## src/rtl/font_dma_sched_if.sv

```systemverilog
// font_dma_sched_if: requester/ROM-side bus of the font DMA scheduler.
interface font_dma_sched_if #(
  parameter int REQS  = 5,
  parameter int ADDRW = 9,
  parameter int DATAW = 8,
  parameter int CORDW = 10
);
  logic [CORDW-1:0]      sx;
  logic [REQS-1:0]       req;
  logic [REQS*ADDRW-1:0] req_addr;
  logic [ADDRW-1:0]      rom_addr;
  logic [DATAW-1:0]      rom_data;
  logic [REQS-1:0]       rsp_valid;
  logic [DATAW-1:0]      rsp_data;
  logic                  busy;
  logic                  overrun;
  modport master (input sx, req, req_addr, rom_data, output rom_addr, rsp_valid, rsp_data, busy, overrun);
  modport slave (output sx, req, req_addr, rom_data, input rom_addr, rsp_valid, rsp_data, busy, overrun);
endinterface

```

## src/rtl/font_dma_sched.sv

```systemverilog
// font_dma_sched: round-robin font ROM arbiter granting read slots only in horizontal blanking.
// Define FDMA_STATS_EN to add the stat_overruns/stat_grants counters.
module font_dma_sched #(
  parameter int REQS       = 5,
  parameter int ADDRW      = 9,
  parameter int DATAW      = 8,
  parameter int CORDW      = 10,
  parameter int H_RES      = 640,
  parameter int H_RES_FULL = 800
) (
  input logic clk_pix,
  input logic rst,
  font_dma_sched_if.master bus
`ifdef FDMA_STATS_EN
  ,
  output logic [15:0] stat_overruns,
  output logic [7:0]  stat_grants
`endif
);
  localparam int PW = $clog2(REQS);
  typedef enum logic [1:0] {IDLE, GRANT, FLUSH} state_t;
  state_t state, state_nx;
  logic [PW-1:0] rr_ptr, ptr_eff, g, ix, rr_nx;
  logic [REQS-1:0] grant_q, elig;
  logic [ADDRW-1:0] addr_a [REQS];
  logic win, found, ovr;
  for (genvar i = 0; i < REQS; i++) begin : g_addr
    assign addr_a[i] = bus.req_addr[i*ADDRW +: ADDRW];
  end
  // The sx==H_RES cycle already grants, so the window opens combinationally from IDLE
  always_comb begin
    win = !rst && (state == GRANT || (state == IDLE && bus.sx == CORDW'(H_RES)));
    state_nx = state == IDLE ? (bus.sx == CORDW'(H_RES) ? GRANT : IDLE) :
               state == GRANT ? (bus.sx == CORDW'(H_RES_FULL - 2) ? FLUSH : GRANT) : IDLE;
    ptr_eff = state == IDLE ? '0 : rr_ptr;
    elig = bus.req & ~grant_q;
    found = |elig;
    g = '0;
    ix = '0;
    for (int k = REQS - 1; k >= 0; k--) begin
      ix = PW'((int'(ptr_eff) + k) % REQS);
      g = elig[ix] ? ix : g;
    end
    rr_nx = g == PW'(REQS - 1) ? '0 : g + 1'b1;
    ovr = state == FLUSH && found;
  end
  always_ff @(posedge clk_pix or posedge rst)
    if (rst) begin
      state <= IDLE;
      rr_ptr <= '0;
      grant_q <= '0;
    end else begin
      state <= state_nx;
      grant_q <= win && found ? REQS'(1) << g : '0;
      rr_ptr <= win ? (found ? rr_nx : ptr_eff) : rr_ptr;
    end
  assign bus.rom_addr = win && found ? addr_a[g] : '0;
  assign bus.rsp_valid = grant_q;
  assign bus.rsp_data = bus.rom_data;
  assign bus.busy = win;
  assign bus.overrun = ovr;
`ifdef FDMA_STATS_EN
  logic [7:0] win_cnt;
  always_ff @(posedge clk_pix or posedge rst)
    if (rst) begin
      stat_overruns <= '0;
      stat_grants <= '0;
      win_cnt <= '0;
    end else begin
      if (ovr && stat_overruns != '1) stat_overruns <= stat_overruns + 1'b1;
      if (win) win_cnt <= state == IDLE ? 8'(found) : (found && win_cnt != '1 ? win_cnt + 1'b1 : win_cnt);
      if (state == FLUSH) stat_grants <= win_cnt;
    end
`endif
endmodule
```

## src/flat_wrapper.sv

```systemverilog
// flat-port wrapper written by rule: the top's interface ports become plain ports
module font_dma_sched_flat 
#(
  parameter int REQS       = 5,
  parameter int ADDRW      = 9,
  parameter int DATAW      = 8,
  parameter int CORDW      = 10,
  parameter int H_RES      = 640,
  parameter int H_RES_FULL = 800
)
  (clk_pix, rst, bus_sx, bus_req, bus_req_addr, bus_rom_data, bus_rom_addr, bus_rsp_valid, bus_rsp_data, bus_busy, bus_overrun);
  font_dma_sched_if #(.REQS(REQS), .ADDRW(ADDRW), .DATAW(DATAW), .CORDW(CORDW)) bus_i ();
  input logic clk_pix;
  input logic rst;
  input wire logic [$bits(bus_i.sx)-1:0] bus_sx;
  input wire logic [$bits(bus_i.req)-1:0] bus_req;
  input wire logic [$bits(bus_i.req_addr)-1:0] bus_req_addr;
  input wire logic [$bits(bus_i.rom_data)-1:0] bus_rom_data;
  output wire logic [$bits(bus_i.rom_addr)-1:0] bus_rom_addr;
  output wire logic [$bits(bus_i.rsp_valid)-1:0] bus_rsp_valid;
  output wire logic [$bits(bus_i.rsp_data)-1:0] bus_rsp_data;
  output wire logic [$bits(bus_i.busy)-1:0] bus_busy;
  output wire logic [$bits(bus_i.overrun)-1:0] bus_overrun;
  assign bus_i.sx = bus_sx;
  assign bus_i.req = bus_req;
  assign bus_i.req_addr = bus_req_addr;
  assign bus_i.rom_data = bus_rom_data;
  assign bus_rom_addr = bus_i.rom_addr;
  assign bus_rsp_valid = bus_i.rsp_valid;
  assign bus_rsp_data = bus_i.rsp_data;
  assign bus_busy = bus_i.busy;
  assign bus_overrun = bus_i.overrun;
  font_dma_sched #(.REQS(REQS), .ADDRW(ADDRW), .DATAW(DATAW), .CORDW(CORDW), .H_RES(H_RES), .H_RES_FULL(H_RES_FULL)) u_core (.clk_pix(clk_pix), .rst(rst), .bus(bus_i));
endmodule
```

## config.mk

```make
export PLATFORM = sky130hd
export DESIGN_NAME = font_dma_sched_flat
export DESIGN_NICKNAME = d
export VERILOG_FILES = /design/src/rtl/font_dma_sched_if.sv /design/src/rtl/font_dma_sched.sv /design/src/flat_wrapper.sv
export SDC_FILE = /design/constraint.sdc
export NUM_CORES = 1
export LEC_CHECK = 0
export ABC_AREA = 0
export BUFFER_PORTS_ARGS = -buffer_cell sky130_fd_sc_hd__buf_2
export CORE_MARGIN = 2
export CORE_UTILIZATION = 40
export CTS_BUF_LIST = sky130_fd_sc_hd__clkbuf_8
export CTS_CLUSTER_SIZE = 8
export DETAILED_ROUTE_END_ITERATION = 10
export PLACE_DENSITY = 0.69
export SYNTH_ARGS = -nofsm -noshare
export SYNTH_HDL_FRONTEND = slang
export SYNTH_SLANG_ARGS = --single-unit
```

## constraint.sdc

```tcl
create_clock -name clk_pix -period 6.3 [get_ports clk_pix]
set_clock_uncertainty 0.15 [all_clocks]
set_input_delay 0.315 -clock clk_pix [delete_from_list [all_inputs] [get_ports clk_pix]]
set_output_delay 0.315 -clock clk_pix [all_outputs]
set_load 0.02 [all_outputs]
```

* Yosys cells after proc, flatten, opt, wreduce, memory -nomap -nowiden
Index checks and enable logic that the tools add are counted.
** Operators by class
- Add/subtract/negate cells :: 5
- Multiplexer cells :: 27
- Div/mod/pow operators :: 5
- Reductions and logical operators :: 8
- Bitwise gates (word level) :: 3
- Equal/unequal tests :: 5
- Shift-type cells :: 1
- $lt $le $gt $ge :: 6
** Operators with widths (number)
- $mod A32 B4 Y32 const B :: 4
- $mod A4 B4 Y32 const B :: 1
- $bmux W9 S3 :: 1
- $mux W9 :: 3
- $mux W3 :: 8
- $eq A10 B10 Y1 const B :: 2
- $lt A3 B4 Y1 const B :: 5
- $bmux W1 S3 :: 5
- $add A3 B2 Y4 const B :: 2
- $mux W1 :: 6
- $mux W2 :: 3
- $and A5 B5 Y5 :: 1
- $mux W5 :: 1
- $not A5 Y5 :: 1
- $reduce_or A5 Y1 :: 1
- $shl A1 B3 Y5 const A :: 1
- $add A3 B1 Y4 const B :: 1
- $add A3 B3 Y4 const B :: 1
- $ge A4 B4 Y1 const B :: 1
- $logic_and A1 B1 Y1 :: 4
- $not A3 Y4 :: 1
- $add A3 B1 Y3 const B :: 1
- $eq A3 B3 Y1 const B :: 1
- $eq A2 B1 Y1 const B :: 1
- 4 further kinds :: 4
** Word-level totals
- Bits in registers :: 10
- Output and inout bits :: 24
- Logic and storage cells :: 63
- Input port bits :: 70

* Longest topological paths before layout
- Depth after elaboration :: 16
- Depth in mapped cells :: 22
- Depth with buffers taken out :: 18

* Least setup slack after synthesis
Ideal clock, no wire load.
- Kind :: register -> output
- From :: register u_core.state[0]
- To :: output bus_rom_addr[0]
- Stages on the path, launching flop included :: 22
- Data required time :: 5.835 ns
- Slack :: 0.829 ns
- Buffers on the path :: 4
- Data arrival time :: 5.006 ns
- Cell sequence :: dfrtp_1 > buf_2 > o21ai_1 > clkbuf_1 > ha_1 > inv_1 > ha_1 > o221ai_1 > nand2_1 > inv_1 > ha_1 > nor2b_1 > or4b_4 > and3_1 > buf_6 > a21boi_1 > o211a_1 > or3_1 > a221o_1 > or2_0 > buf_6 > o221ai_2
** On the way
- Cells in the longest elaborated chain, start to end :: 16
- Elaborated cells on any way between the ends :: 36
- Those cells by class :: add/sub (4); div (5); eq/ne (1); mux (20); bitwise (1); reduce/logical (5)
** RTL lines
- start, declared :: line font_dma_sched.sv:22 : state_t state, state_nx;
- start signal, assigned :: line font_dma_sched.sv:53 : state <= state_nx;
- $logic_not A2 Y1 :: line font_dma_sched.sv:32, font_dma_sched.sv:35
- $mux W3 :: line font_dma_sched.sv:35 : ptr_eff = state == IDLE ? '0 : rr_ptr;
- $add A3 B3 Y4 :: line font_dma_sched.sv:41 : ix = PW'((int'(ptr_eff) + k) % REQS);
- $mod A32 B4 Y32 :: line font_dma_sched.sv:41
- $bmux W1 S3 :: line font_dma_sched.sv:42 : g = elig[ix] ? ix : g;
- $mux W1 (not written as such) :: line font_dma_sched.sv:42
- $mux W3 (5 in series) :: line font_dma_sched.sv:42
- $not A3 Y4 (not written as such) :: line font_dma_sched.sv:57 : assign bus.rom_addr = win && found ? addr_a[g] : '0;
- $bmux W9 S3 :: line font_dma_sched.sv:57
- $mux W9 (not written as such) (2 in series) :: line font_dma_sched.sv:57
- $mux W9 * :: line font_dma_sched.sv:57
- end, declared :: line flat_wrapper.sv:19 : output wire logic [$bits(bus_i.rom_addr)-1:0] bus_rom_addr;
Mark *: on every way between the ends. The rest lies on a longest branch, timed or not. The select of a mux whose other input is x is not followed.

* Final worst setup path
- From :: register u_core.state[0]
- To :: output bus_rom_addr[7]
Same word-level chain as after synthesis.

==> metrics <==
P&R area growth vs syn=21.95%; hpwl dp=5635 µm; GPL Wtd Cong=0.8935; Final Util=50.49%; max-capacitance violation count=0; critical path fanouts, max=12; number of remaining DRC errors=0; synthesis-stage register bit count=10; ANT nets after route=0; EDFF count, synth=0; vias in the first global route=2589; CTS sink count=10; startpoint types=flop; drt wl/cell=15.79 µm; Synth Cell Area=2451 µm²; type of element capturing the critical path=output port; minimum clock period=5.876 ns; CTS Root Cell=clkbuf_8; status=finished clean; Post-synth top cells=mux2i_1 (21), nor2_1 (21), nand2_1 (20), ha_1 (18), o211ai_1 (18); overall global routing resource usage=21.60%; RSZ-0062 raised after global routing=false; Synthesized Nets=398; I/O Buffers=77; core area=5921 µm²; Final setup violation count=0; pwr/cell area=109.0 nW/µm²; Seq/Total Area, Yosys=10.21%; CP arrival=5.41 ns; top post-synthesis cells by area=dfrtp_1 (10%), ha_1 (9.2%), mux2i_1 (8.6%); largest net degree at the start of global routing=18; Main synth FF type=dfrtp_1; CP max-delay cell=or4b_4; top cell type's share of synthesized area=10.21%; row cnt=28; TritonCTS Buffers=3; fin crit share=93.27%; layout net count=471; kind of critical path=flop to output port; maximum vdd drop=0.0001391 V; Gate Count Post-Synth=310; vias after detailed routing=2772; Final TNS setup=0 ns; drt first pass iters=4; die area=6770 µm²; initial antenna violation count=0; Total Wirelength=7218 µm; Mapped Avg Cell Area=7.907 µm²; CTS Buffer Depth=2; post-synth top area cell=dfrtp_1; worst-margin pin slew=1.158 ns; CTS tree=yes; GRT overflow=0; Clock transition at path regs=0.05 ns; layout cells sized above 1=33.25%; Leakage=1.456 nW; worst hold slack=0.2125 ns; H-tree lvl count=1; Tot Pwr=0.3259 mW; final hold vios=0; Syn. warnings=0; first-pass GRT wire length=11830 µm; CP Cell Sequence=o21ai_2 -> inv_1 -> ha_1 -> or3_1 -> nand2_1 -> inv_1 -> ha_1 -> nor2b_1 -> or4b_4 -> and3_1 -> o21bai_1 -> a211oi_2 -> nor4_1 -> o31a_1 -> or4b_4 -> o221ai_2 -> buf_2; Worst Path Required=5.83 ns; Async S/R FF share, synth=100.0%; worst skew pair latency=0.23 ns; final slew viol count=0; initial core utilization=41.40%; Max Freq=170.2 MHz; ANT cells=0; IO Pins=94; via density per instance=6.066; Crit path largest cell delay=0.70 ns; height of the die=82.28 µm; Initial DRC Count=183; library cells used by synthesis=73; Min-Delay Path Class=input pin to flop; relative slew slack=20.77%; Die X=82.28 µm
-- routing by layer --
metal | share of wire (%) | GRT usage [%] | up-vias | wire length [µm]
met3 | 6.4 | 3.043 | 6 | 460
li1 | - | - | 1342 | -
met2 | 49 | 37.18 | 109 | 3563
met4 | 0.61 | 3.833 | 0 | 44
met5 | 0 | 0 | - | 0
met1 | 44 | 28.83 | 1315 | 3149
-- sequential cells by signal, indices dropped and copies added (netlist names) --
name	flops
u_core.rr_ptr	3
u_core.state	2
u_core.bus.rsp_valid	5
-- cells in the final DEF, fill, tap and decap left out, types with 8 or more instances in the layout --
cell type  instances
a21oi_1           13
buf_2             77
buf_4             14
dfrtp_1           10
ha_1              18
inv_1             12
mux2i_1           21
nand2_1           20
nand2b_1          10
nor2_1            21
nor2b_1            8
o211ai_1          18
o221ai_2           9
-- power by group --
part           leakage (nW)  switching [mW]  total (mW)  internal (mW)
sequential            0.138          0.0129      0.0824         0.0695
clock                0.0288          0.0253      0.0803         0.0549
combinational          1.29          0.0869       0.163         0.0764
-- repair_timing --
action	CTS	global route
hold buffers	1	0
gates resized for setup	0	4
endpoints found under the setup margin	2	10
gates cloned	1	0
pin swaps	1	2
buffers inserted	0	5
hold endpoints to repair	10	0
-- final cells by class --
type	instances	area (µm²)
Multi-Input combinational cell	262	2037
Timing Repair Buffer	92	500.5
Sequential cell	10	250.2
Inverter	14	52.55
Clock buffer	4	55.05
Fill cell	559	2932
Tap cell	75	93.84
-- through the flow --
stage / cell area (µm²) / instances / worst slack (ns)
finish: 2989 / 457 / 0.4242
global route: 2989 / 457 / 0.06099
CTS: 2937 / 452 / 0.07949
detailed placement: 2859 / 446 / 0.1894
global placement: 2859 / 446 / 0.3833
floorplan: 2451 / 310 / 0.8286
-- worst max-delay path, delay by kind of cell (launching register included) --
kind	cells	cell delay [ns]
AO/OA/AOI/OAI	5	1.50
adder cells (fa/ha/maj)	2	0.47
flip-flops	1	0.51
AND/OR/NAND/NOR	7	2.18
buffers and inverters	3	0.50
-- final timing paths --
kind                                   from                 endpoint  slack, ns  depth (start not counted)
max in group asynchronous               rst  u_core.bus.rsp_valid[1]       5.25                          3
min in group asynchronous               rst  u_core.bus.rsp_valid[3]       0.47                          3
max reg2reg                 u_core.state[0]         u_core.rr_ptr[2]       0.80                         19
min reg2reg                u_core.rr_ptr[0]         u_core.rr_ptr[0]       0.57                          1
min                               bus_sx[7]          u_core.state[1]       0.21                          3
max                         u_core.state[0]          bus_rom_addr[7]       0.42                         17
-- logic make-up (layout without fill, tap and decap cells) --
group / after synthesis / after routing / share of synthesized area (%)
buf+inv: 39 / 110 / 8.371
flops: 10 / 10 / 10.21
fa+ha+maj: 18 / 18 / 9.189
simple gates: 104 / 104 / 23.53
compound gates: 107 / 108 / 35.43
xor+xnor: 8 / 8 / 2.859
mux: 24 / 24 / 10.41
Note: power is estimated with default switching activity, not from simulation.
